--- src/rtl/mem_port_arbiter.sv ---
// mem_port_arbiter: two-requester arbiter/sequencer for the 64-bit memory port.
// Requester 0 is instruction fetch and requester 1 is data load/store.
// Each granted transaction is driven onto the read/write strobes until it
// completes. A transaction completes on i_mem_valid, on a paging fault, or
// when the watchdog expires.
// Ports: i_clk/i_rst_n (async active-low); per-requester i_reqN/i_weN/i_addrN/
//   i_wdataN in and o_gntN/o_doneN pulses out; shared o_err/o_rdata/o_busy;
//   memory side o_mem_address/o_mem_read/o_mem_write/o_mem_data and
//   i_mem_data/i_mem_valid/i_error_not_present/i_error_not_user.
// Config: define MEM_ARB_ROUND_ROBIN_EN for round-robin tie-breaking. If it is
//   not defined, requester 1 has fixed priority.
// Param: TIMEOUT = BUSY cycles before abort with err 3 (0 disables watchdog).
module mem_port_arbiter #(
  parameter int unsigned TIMEOUT = 255
) (
  input  logic        i_clk,
  input  logic        i_rst_n,
  input  logic        i_req0,
  input  logic        i_req1,
  input  logic        i_we0,
  input  logic        i_we1,
  input  logic [31:0] i_addr0,
  input  logic [31:0] i_addr1,
  input  logic [63:0] i_wdata0,
  input  logic [63:0] i_wdata1,
  output logic        o_gnt0,
  output logic        o_gnt1,
  output logic        o_done0,
  output logic        o_done1,
  output logic [1:0]  o_err,
  output logic [63:0] o_rdata,
  output logic        o_busy,
  output logic [31:0] o_mem_address,
  output logic        o_mem_read,
  output logic        o_mem_write,
  output logic [63:0] o_mem_data,
  input  logic [63:0] i_mem_data,
  input  logic        i_mem_valid,
  input  logic        i_error_not_present,
  input  logic        i_error_not_user
);

  localparam int unsigned CLOG = $clog2(TIMEOUT + 1);
  localparam int unsigned CW   = (CLOG > 8) ? CLOG : 8;
  localparam bit          WD_EN = (TIMEOUT != 0);
  // Count value seen at the edge that expires the watchdog.
  localparam logic [CW-1:0] WD_LAST = CW'((TIMEOUT == 0) ? 0 : TIMEOUT - 1);

  typedef enum logic {ST_IDLE, ST_BUSY} state_e;

  state_e        state_q, state_d;
  logic [1:0]    gnt_q, gnt_d;
  logic [1:0]    done_q, done_d;
  logic [1:0]    err_q, err_d;
  logic [63:0]   rdata_q, rdata_d;
  logic          busy_q, busy_d;
  logic [31:0]   addr_q, addr_d;
  logic          rd_q, rd_d;
  logic          wr_q, wr_d;
  logic [63:0]   wdata_q, wdata_d;
  logic          owner_q, owner_d;
  logic [CW-1:0] wd_q, wd_d;
  logic          win;
  logic          fin;
`ifdef MEM_ARB_ROUND_ROBIN_EN
  logic          last_q, last_d;
`endif

  // Next-state and output logic.
  always_comb begin
    state_d = state_q;
    gnt_d   = 2'b00;
    done_d  = 2'b00;
    err_d   = err_q;
    rdata_d = rdata_q;
    busy_d  = busy_q;
    addr_d  = addr_q;
    rd_d    = rd_q;
    wr_d    = wr_q;
    wdata_d = wdata_q;
    owner_d = owner_q;
    wd_d    = wd_q;
    fin     = 1'b0;
`ifdef MEM_ARB_ROUND_ROBIN_EN
    last_d  = last_q;
    // On a tie the requester not granted last time wins.
    win     = (i_req0 && i_req1) ? ~last_q : i_req1;
`else
    win     = i_req1;
`endif

    unique case (state_q)
      ST_IDLE: begin
        if (i_req0 || i_req1) begin
          owner_d = win;
          addr_d  = win ? i_addr1 : i_addr0;
          wdata_d = win ? i_wdata1 : i_wdata0;
          rd_d    = win ? ~i_we1 : ~i_we0;
          wr_d    = win ? i_we1 : i_we0;
          gnt_d   = win ? 2'b10 : 2'b01;
          busy_d  = 1'b1;
          wd_d    = '0;
          state_d = ST_BUSY;
`ifdef MEM_ARB_ROUND_ROBIN_EN
          last_d  = win;
`endif
        end
      end
      ST_BUSY: begin
        fin = 1'b1;
        if (i_error_not_present) begin
          err_d = 2'd1;
        end else if (i_error_not_user) begin
          err_d = 2'd2;
        end else if (i_mem_valid) begin
          err_d = 2'd0;
          if (!wr_q) rdata_d = i_mem_data;
        end else if (WD_EN && (wd_q == WD_LAST)) begin
          err_d = 2'd3;
        end else begin
          fin  = 1'b0;
          wd_d = wd_q + CW'(1);
        end
        if (fin) begin
          rd_d    = 1'b0;
          wr_d    = 1'b0;
          busy_d  = 1'b0;
          done_d  = owner_q ? 2'b10 : 2'b01;
          state_d = ST_IDLE;
        end
      end
      default: state_d = ST_IDLE;
    endcase
  end

  // State and output registers.
  always_ff @(posedge i_clk or negedge i_rst_n) begin
    if (!i_rst_n) begin
      state_q <= ST_IDLE;
      gnt_q   <= 2'b00;
      done_q  <= 2'b00;
      err_q   <= 2'd0;
      rdata_q <= '0;
      busy_q  <= 1'b0;
      addr_q  <= '0;
      rd_q    <= 1'b0;
      wr_q    <= 1'b0;
      wdata_q <= '0;
      owner_q <= 1'b0;
      wd_q    <= '0;
`ifdef MEM_ARB_ROUND_ROBIN_EN
      last_q  <= 1'b0;
`endif
    end else begin
      state_q <= state_d;
      gnt_q   <= gnt_d;
      done_q  <= done_d;
      err_q   <= err_d;
      rdata_q <= rdata_d;
      busy_q  <= busy_d;
      addr_q  <= addr_d;
      rd_q    <= rd_d;
      wr_q    <= wr_d;
      wdata_q <= wdata_d;
      owner_q <= owner_d;
      wd_q    <= wd_d;
`ifdef MEM_ARB_ROUND_ROBIN_EN
      last_q  <= last_d;
`endif
    end
  end

  assign o_gnt0        = gnt_q[0];
  assign o_gnt1        = gnt_q[1];
  assign o_done0       = done_q[0];
  assign o_done1       = done_q[1];
  assign o_err         = err_q;
  assign o_rdata       = rdata_q;
  assign o_busy        = busy_q;
  assign o_mem_address = addr_q;
  assign o_mem_read    = rd_q;
  assign o_mem_write   = wr_q;
  assign o_mem_data    = wdata_q;

endmodule
--- config.mk ---
export PLATFORM = sky130hd
export DESIGN_NAME = mem_port_arbiter
export DESIGN_NICKNAME = d
export VERILOG_FILES = /design/src/rtl/mem_port_arbiter.sv
export SDC_FILE = /design/constraint.sdc
export NUM_CORES = 1
export LEC_CHECK = 0
export ABC_AREA = 1
export CAP_MARGIN = 20
export CORE_AREA = 2 2 168 170
export CTS_CLUSTER_SIZE = 40
export DETAILED_ROUTE_END_ITERATION = 8
export DIE_AREA = 0 0 170 172
export PLACE_DENSITY_LB_ADDON = 0.2
export REMOVE_ABC_BUFFERS = 1
export SYNTH_ARGS = -nofsm -noshare
export SYNTH_HDL_FRONTEND = slang
export SYNTH_SLANG_ARGS = --single-unit
--- constraint.sdc ---
create_clock -name i_clk -period 1.57 [get_ports i_clk]
set_input_delay 0.157 -clock i_clk [delete_from_list [all_inputs] [get_ports i_clk]]
set_output_delay 0.157 -clock i_clk [all_outputs]
set_load 0.02 [all_outputs]
==> impl_metrics.ini, run 1 <==
[outcome]
outcome = complete, no violations

[synth]
synthDistinctLibCells = 22
syn_avg_cell_area_sq_um = 8.05
synth_area_sq_um = 8100
yosys_warnings = 0
synthCells = 1007
ys_seq_area_share_pct = 55.3
ys_ff_latch = 179

[place]
dpl_cell_area_sq_um = 13100
port_buffers = 433
gp_congestion = 0.779
hpwl_mm = 21.3

[clock_network]
cts_num_sinks = 179
htree_num_levels = 4
clock_latency_ns = 0.42
cts_root_buffer = clkbuf_16
clock_path_buffers = 2
post-cts-setup-buffers = 0
path_clk_slew_ns = 0.07
cts_tree = yes
cts_buffers = 17

[timing]
min_period_over_period_pct = 97.7
drv_slew = 0
finalSetupViolations = 0
rsz0062_at_grt = false
finalCriticalPeriod_ns = 1.53
fin_tns_setup_ns = 0
hold_violations = 0
fmaxAchievable_mhz = 652
clock_skew_ns = 0.0104
worstMarginPinSlew_ns = 0.368
slew_headroom_pct = 75.2

[setup_path]
cp-end-kind = primary output
cp_slowest_cell = clkdlybuf4s50_1
crit_chain = clkdlybuf4s50_1
required_ns = 1.41
crit_type = flop to primary output
r2r_slack_ns = 0.10
startpoint_type = flop
cp_max_fo = 2
cpLargestDelayFamily = buffers and inverters
cp.arrival_ns = 1.38
cpPeakStageDelay_ns = 0.61
crit_buf_inv = 1

[grt]
grt_pass1_wl_mm = 39.9
grt_overflow_total = 0
antenna_found_initial = 0
grt_max_degree = 66
grt_pass1_vias = 7246
track_usage_pct = 17.8

[drt]
drt_iter0_drc = 474
drc_errors = 0
routed_via_density = 4.42
route.detailed.wl_per_inst_microns = 15.2
wl_mm = 27.4
vias = 7962
postRouteAntennaNets = 0
dr.pass1.iters = 4

[layout]
syn_to_final_growth_pct = 69.5
fin_area_sq_um = 13700
fin_nets = 1712
n_antenna_cell = 0
final_layout_size_suffix_gt1_share_pct = 6.11
fill_cells = 2696

[die]
die_area_sq_um = 29200
die_w_microns = 170
io_pins = 434
die_y_microns = 172
num_rows = 61
core_sq_um = 27500
initial_core_util_pct = 29.5

[power]
leakage_nw = 7.33
ir_drop_uv = 602
power_density_nw_per_um2 = 1280

[flow_run]
drv_cap = 0

[hold_path]
holdCritPathClass = input port to async pin
[cell type report]
class / count / area, sq um / area share, %
Timing Repair Buffer: 483 / 4900 / 35.7
Sequential cell: 179 / 4480 / 32.6
Multi-Input combinational cell: 657 / 2890 / 21.0
Clock buffer: 18 / 439 / 3.20
Tap cell: 346 / 433 / 3.15
Inverter: 107 / 402 / 2.93
Clock inverter: 12 / 191 / 1.39
[worst paths after layout]
path                                                 start                      endpoint  depth (start not counted)
worst max-delay path            o_mem_data[10]$_DFFE_PN0P_                o_mem_data[10]                          1
worst min-delay path                               i_rst_n    o_mem_data[10]$_DFFE_PN0P_                          2
worst max register to register         wd_q[0]$_DFFE_PN0P_           wd_q[6]$_DFFE_PN0P_                         10
worst min register to register         owner_q$_DFFE_PN0P_           done_q[0]$_DFF_PN0_                          1
max in group asynchronous                          i_rst_n       o_rdata[28]$_DFFE_PN0P_                          3
min in group i_clk                                  i_req1  o_mem_address[8]$_DFFE_PN0P_                          3
[state kept, by name, summed over array words and instances (netlist names)]
register	cells
o_mem_read	1
o_mem_write	1
o_err	2
owner_q	1
o_mem_address	32
gnt_q	2
o_busy	1
wd_q	8
done_q	2
state_q	1
o_rdata	64
o_mem_data	64
[layer usage]
metal / up-vias / wire (microns) / global-route usage, %
met1: 3601 / 11600 / 21.7
met5: - / 0 / 0
li1: 4046 / - / -
met3: 12 / 2240 / 5.10
met4: 0 / 248 / 4.38
met2: 303 / 13200 / 31.1
[logic make-up (layout without fill, tap and decap cells)]
group / count (synthesis) / in the layout / synth area share [%]
AOI/OAI and AO/OA: 204 / 204 / 12.7
and+or+nand+nor: 449 / 449 / 22.1
muxes: 1 / 1 / 0.139
buffers and inverters: 171 / 620 / 9.28
xor gates and xnor gates: 1 / 1 / 0.108
DFF: 179 / 179 / 55.3
adders and majority gates: 2 / 2 / 0.309
[cell usage after synthesis, drive strengths merged]
cell / instances / share of area (%)
nand2: 357 / 17
o21ai: 200 / 12
dfrtp: 179 / 55
inv: 107 / 5.0
nand3: 75 / 4.6
buf: 41 / 3.3
clkbuf: 23 / 1.1
nor2: 14 / 0.65
o21bai: 3 / 0.28
ha: 2 / 0.31
nor3: 2 / 0.19
a21oi: 1 / 0.062
mux2: 1 / 0.14
nor3b: 1 / 0.093
xor2: 1 / 0.11
[what timing repair did]
item / CTS / global route
pin swaps: 0 / 1
hold endpoints to repair: 105 / 0
resized for setup: 96 / 64
hold buffers: 1 / 0
setup endpoints to repair: 96 / 84
[cells in the final DEF (no fill, tap or decap), types with 2 or more instances in the layout]
master,instances
nor2_1,14
buf_12,12
o21bai_1,3
dlymetal6s2s_1,60
o21ai_0,163
clkbuf_8,2
o21ai_1,36
clkdlybuf4s50_1,275
clkbuf_16,17
bufinv_16,4
inv_1,104
nand3_1,75
inv_6,5
nand2_2,2
buf_4,37
dlygate4sd2_1,96
dfrtp_1,179
nand2_1,355
ha_1,2
inv_2,3
[worst reg2reg max path: cells and delay by family (launching register included)]
kind	cells	cell delay [ns]
adder cells (fa/ha/maj)	1	0.14
buffers and inverters	3	0.31
flip-flops	1	0.41
AND/OR/NAND/NOR	6	0.52
[stage by stage]
stage / power (mW) / hold slack [ns] / setup slack [ns] / util, % / cells
after floorplan: 9.50 / -0.139 / -2.71 / - / 943
after global placement: 13.7 / 0.0985 / -0.0992 / 47.5 / 1771
after detailed placement: 13.8 / 0.0988 / -0.124 / 47.5 / 1771
after CTS: 18.0 / 0.213 / 0.0000547 / 49.4 / 1802
after global routing: 18.6 / 0.228 / 0.00171 / 50.0 / 1802
final: 17.6 / 0.218 / 0.0369 / 50.0 / 1802
[power by group]
group / internal, mW / switching [mW] / total (mW)
logic: 2.86 / 3.60 / 6.46
registers: 5.87 / 0.669 / 6.54
clock network: 2.74 / 1.90 / 4.63
(Power assumes the default switching activity.)
==> inputs of run 2 (changes only) <==
PLACE_DENSITY_LB_ADDON = 0.25   (was 0.2)
==> run 2 against run 1 <==
Effect of this change: clock skew rose by 0.0012 ns; power fell by 2.2%; sequential share of layout area rose by 0.50 points; maximum frequency rose by 1.2%; cell count fell by 0.50%; critical path depth did not move; largest cell class unchanged; largest power group unchanged.
==> impl_metrics.ini, run 2 (same netlist as run 1, synthesis figures left out) <==
[outcome]
outcome = complete, no violations

[hold_path]
holdCritPathClass = input port to flop

[power]
p_sw_share_pct = 37.3
power_frac_comb_pct = 35.8
intPower_mw = 10.8
netSwitchingPower_mw = 6.44
leakage_nw = 6.94
power_density_nw_per_um2 = 1270
ir_drop_uv = 739
finalPower_mw = 17.2
pwr-share-clk_pct = 26.2
sequentialPowerShare_pct = 38.0

[drt]
top_layer = met4
drt_iter0_drc = 424
drc_errors = 0
wl_met1_mm = 11.2
route.detailed.wl_per_inst_microns = 15.2
vias = 7892
wl_met3_mm = 2.26
wl_mm = 27.2
dr_wl_met2_mm = 13.4
routed_via_density = 4.40
dr.pass1.iters = 4
postRouteAntennaNets = 0

[grt]
grt_max_degree = 93
grt_pass1_wl_mm = 40.4
antenna_found_initial = 1
grt_overflow_total = 0
track_usage_pct = 17.9
grt_pass1_vias = 7310

[layout]
syn_to_final_growth_pct = 66.9
register_area_sq_um = 4480
final_cells = 1793
layout_common_cells = nand2_1 (355), clkdlybuf4s50_1 (266), dfrtp_1 (179)
final_common_cell = nand2_1
multiInputGateArea_sq_um = 2890
fin_nets = 1700
final_layout_size_suffix_gt1_share_pct = 5.39
fill_cells = 2701

[clock_network]
cts_root_buffer = clkbuf_16
cts_tree = yes
cts_num_sinks = 179
clock_latency_ns = 0.43
cts_buffers = 17
htree_num_levels = 4
path_clk_slew_ns = 0.08
clock_path_buffers = 2

[setup_path]
crit_buf_inv = 1
required_ns = 1.41
crit_type = flop to primary output
cpLargestDelayFamily = buffers and inverters
crit_chain = clkdlybuf4s50_1
cpPeakStageDelay_ns = 0.61
cp_slowest_cell = clkdlybuf4s50_1
cp.arrival_ns = 1.36
startpoint_type = flop
cp_max_fo = 1
cp-end-kind = primary output

[timing]
worst_slack_ns = 0.0550
min_period_over_period_pct = 96.5
worstMarginPinSlew_ns = 0.469
hold_violations = 0
finalSetupViolations = 0
fmaxAchievable_mhz = 660
rsz0062_at_grt = false
clock_skew_ns = 0.0117
drv_slew = 0
timing.hold.ws_ns = 0.131
slew_headroom_pct = 68.7
finalCriticalPeriod_ns = 1.51

[flow_run]
drv_cap = 0

[die]
num_rows = 61
die_w_microns = 170
die_y_microns = 172
initial_core_util_pct = 29.5
io_pins = 434
core_sq_um = 27500
die_area_sq_um = 29200

[place]
hpwl_mm = 20.6
gp_congestion = 0.797
place_ws_ns = -0.0515
port_buffers = 433
place_inst = 1758
[run 2: metal layers]
metal / GRT usage (%) / vias to the layer above
li1: - / 4029
met1: 21.4 / 3552
met2: 31.4 / 290
met3: 5.45 / 21
met4: 4.53 / 0
met5: 0 / -
[run 2: path summary, 6_finish.rpt]
kind                                                   end                 from  slack, ns  cells past startpoint
worst min register to register         done_q[0]$_DFF_PN0_  owner_q$_DFFE_PN0P_       0.43                      1
min in group asynchronous       o_mem_data[55]$_DFFE_PN0P_              i_rst_n       0.26                      2
max in group asynchronous        o_mem_data[7]$_DFFE_PN0P_              i_rst_n       0.74                      3
worst max register to register         wd_q[3]$_DFFE_PN0P_  wd_q[0]$_DFFE_PN0P_       0.15                      9
worst max-delay path                                o_gnt0   gnt_q[0]$_DFF_PN0_       0.06                      1
worst min-delay path                    gnt_q[1]$_DFF_PN0_               i_req1       0.13                      3
[run 2: layout make-up]
cell class | instances | area share (%)
well taps | 346 | 3.20
inverters | 107 | 2.97
multi-input cells | 657 | 21.4
diodes | 1 | 0.0185
repair buffers | 471 | 34.7
flip-flops and latches | 179 | 33.1
clock inverters | 15 | 1.50
clock buffers | 17 | 3.15
[run 2: through the flow]
stage,area [sq um],utilization (%),setup TNS [ns]
finish,13500,49.2,0
global route,13500,49.2,0
CTS,13500,49.0,0
detailed placement,13000,47.3,-1.71
global placement,13000,47.3,-0.665
floorplan,7750,-,-458.28
[run 2: power groups by stage]
stage               clock network (mW)  logic [mW]  registers, mW
finish                            4.52        6.16           6.55
global route                      4.88        6.71           6.71
detailed placement                   0        7.04           6.69
global placement                     0        6.96           6.69
CTS                               4.68        6.29           6.58
floorplan                            0        1.34           8.16
[run 2: worst reg2reg max path, delay by kind of cell, from the launching register on]
kind / cells / cell delay, ns
AOI/OAI and AO/OA: 1 / 0.15
adders and majority gates: 1 / 0.15
buffers and inverters: 3 / 0.29
DFF: 1 / 0.40
and+or+nand+nor: 4 / 0.35
[run 2: repair_timing]
item | CTS | global route
gates resized for setup | 145 | 23
endpoints found under the setup margin | 145 | 25
hold endpoints to repair | 42 | 0
hold buffers | 1 | 0
buffers inserted | 0 | 1
==> inputs of run 3 (changes only) <==
CORE_AREA = 10 10 162 164   (was 2 2 168 170)
DIE_AREA = 0 0 172 174   (was 0 0 170 172)
clock period = 1.5 ns   (was 1.57 ns; I/O delays follow)
==> run 3 against run 2 <==
Effect of this change: clock skew fell by 0.0038 ns; first-iteration DRC count increased by 66%; setup slack better by 0.051 ns; register-to-register slack worse by 0.04 ns; highest routed layer unchanged.
==> impl_metrics.ini, run 3 (same netlist as run 1, synthesis figures left out) <==
[outcome]
outcome = complete, no violations

[place]
dpl_cell_area_sq_um = 13000
gp_congestion = 0.870
hpwl_mm = 24.8
port_buffers = 433
place_inst = 1713

[setup_path]
cp.arrival_ns = 1.71
rr_worst_depth = 6
reg2reg_from = state_q$_DFF_PN0_
required_ns = 1.82
startpoint = state_q$_DFF_PN0_
endpoint = o_rdata[53]$_DFFE_PN0P_
cp_max_fo = 18
reg2reg_to = o_rdata[53]$_DFFE_PN0P_
r2r_slack_ns = 0.11
cp-end-kind = flop
crit_type = flop to flop
startpoint_type = flop

[clock_network]
cts_buffers = 17
cts_tree = yes
cts_num_sinks = 179
clock_latency_ns = 0.43
clock_path_buffers = 2
cts_root_buffer = clkbuf_16
htree_num_levels = 4
path_clk_slew_ns = 0.07

[grt]
busiest_layer = met2
track_usage_pct = 19.7
grt_use_met2_pct = 32.9
grt_max_degree = 55
antenna_found_initial = 0
grt_use_met3_pct = 7.95
grt_pass1_vias = 8074
met1_usage_pct = 22.3
grt_overflow_total = 0
grt_pass1_wl_mm = 45.8

[layout]
n_antenna_cell = 0
final_cells = 1748
layout_common_cells = nand2_1 (355), clkdlybuf4s50_1 (262), dfrtp_1 (179)
fill_cells = 2151
final_common_cell = nand2_1
syn_to_final_growth_pct = 66.0
fin_area_sq_um = 13400
final_layout_size_suffix_gt1_share_pct = 6.45
fin_nets = 1712

[timing]
finalCriticalPeriod_ns = 1.39
hold_violations = 0
drv_slew = 0
worstMarginPinSlew_ns = 0.456
slew_headroom_pct = 69.3
min_period_over_period_pct = 93.0
fmaxAchievable_mhz = 717
timing.hold.ws_ns = 0.164
finalSetupViolations = 0
clock_skew_ns = 0.00787

[power]
intPower_mw = 11.3
pwr-share-clk_pct = 25.3
power_density_nw_per_um2 = 1340
netSwitchingPower_mw = 6.73
sequentialPowerShare_pct = 38.1
ir_drop_uv = 643
leakage_nw = 6.81
power_frac_comb_pct = 36.6
p_sw_share_pct = 37.4

[hold_path]
holdCritPathClass = input port to flop

[drt]
vias = 8089
routed_via_density = 4.63
dr.pass1.iters = 5
drt_iter0_drc = 703
postRouteAntennaNets = 0
wl_mm = 30.8
route.detailed.wl_per_inst_microns = 17.6
drc_errors = 0

[die]
die_w_microns = 172
die_area_sq_um = 29900
core_sq_um = 23100
num_rows = 56
initial_core_util_pct = 35.0
die_y_microns = 174
io_pins = 434

[flow_run]
drv_cap = 0
## run 3: critical path: stages (launching register included)
cell and delay [ns]:
dfrtp_1 0.41, inv_2 0.13, nor3_4 0.24, nand2_2 0.15
buf_4 0.22, nand2_1 0.08, nand2_1 0.05
## run 3: layout make-up
type	instances	area, sq um	share of cell area (%)
repair buffers	483	4710	35.0
flip-flops and latches	179	4480	33.3
multi-input cells	657	2890	21.5
clock buffers	18	439	3.27
inverters	107	402	2.99
well taps	290	363	2.70
clock inverters	14	158	1.17
## run 3: worst min-delay path by stage
stage / startpoint / to / slack, ns / depth (start not counted)
global route: i_req1 / gnt_q[1]$_DFF_PN0_ / 0.18 / 3
global placement: i_rst_n / o_mem_data[48]$_DFFE_PN0P_ / 0.13 / 1
floorplan: i_rst_n / done_q[0]$_DFF_PN0_ / -0.15 / 0
CTS: i_req1 / gnt_q[1]$_DFF_PN0_ / 0.15 / 3
detailed placement: i_rst_n / o_rdata[31]$_DFFE_PN0P_ / 0.13 / 1
finish: i_req1 / gnt_q[1]$_DFF_PN0_ / 0.16 / 3
## run 3: what timing repair did
action,4_1_cts,5_1_grt
pin swaps,0,2
resized for setup,168,3
hold buffers,1,0
setup buffers,0,2
endpoints found under the hold margin,36,0
cloned,0,0
setup endpoints to repair,168,64
## run 3: power groups by stage
stage | clock [mW] | combinational [mW] | sequential, mW
after global routing | 4.84 | 7.14 | 7.03
after CTS | 4.66 | 6.72 | 6.87
after detailed placement | 0 | 7.63 | 6.99
after global placement | 0 | 7.52 | 6.97
final | 4.55 | 6.58 | 6.86
after floorplan | 0 | 1.40 | 8.54
## run 3: stage by stage
step	setup WS, ns	util (%)	setup TNS [ns]	power, mW
4_1_cts	0.0247	58.1	0	18.2
3_5_place_dp	-0.161	56.3	-7.84	14.6
3_3_place_gp	-0.120	56.3	-6.43	14.5
6_report	0.106	58.2	0	18.0
2_1_floorplan	-2.78	-	-469.56	9.94
5_1_grt	-0.000823	58.2	-0.000823	19.0
## run 3: routing by layer
layer | wire length [microns] | share of wire [%]
met3 | 3590 | 12
met5 | 0 | 0
met1 | 11700 | 38
met4 | 685 | 2.2
met2 | 14800 | 48
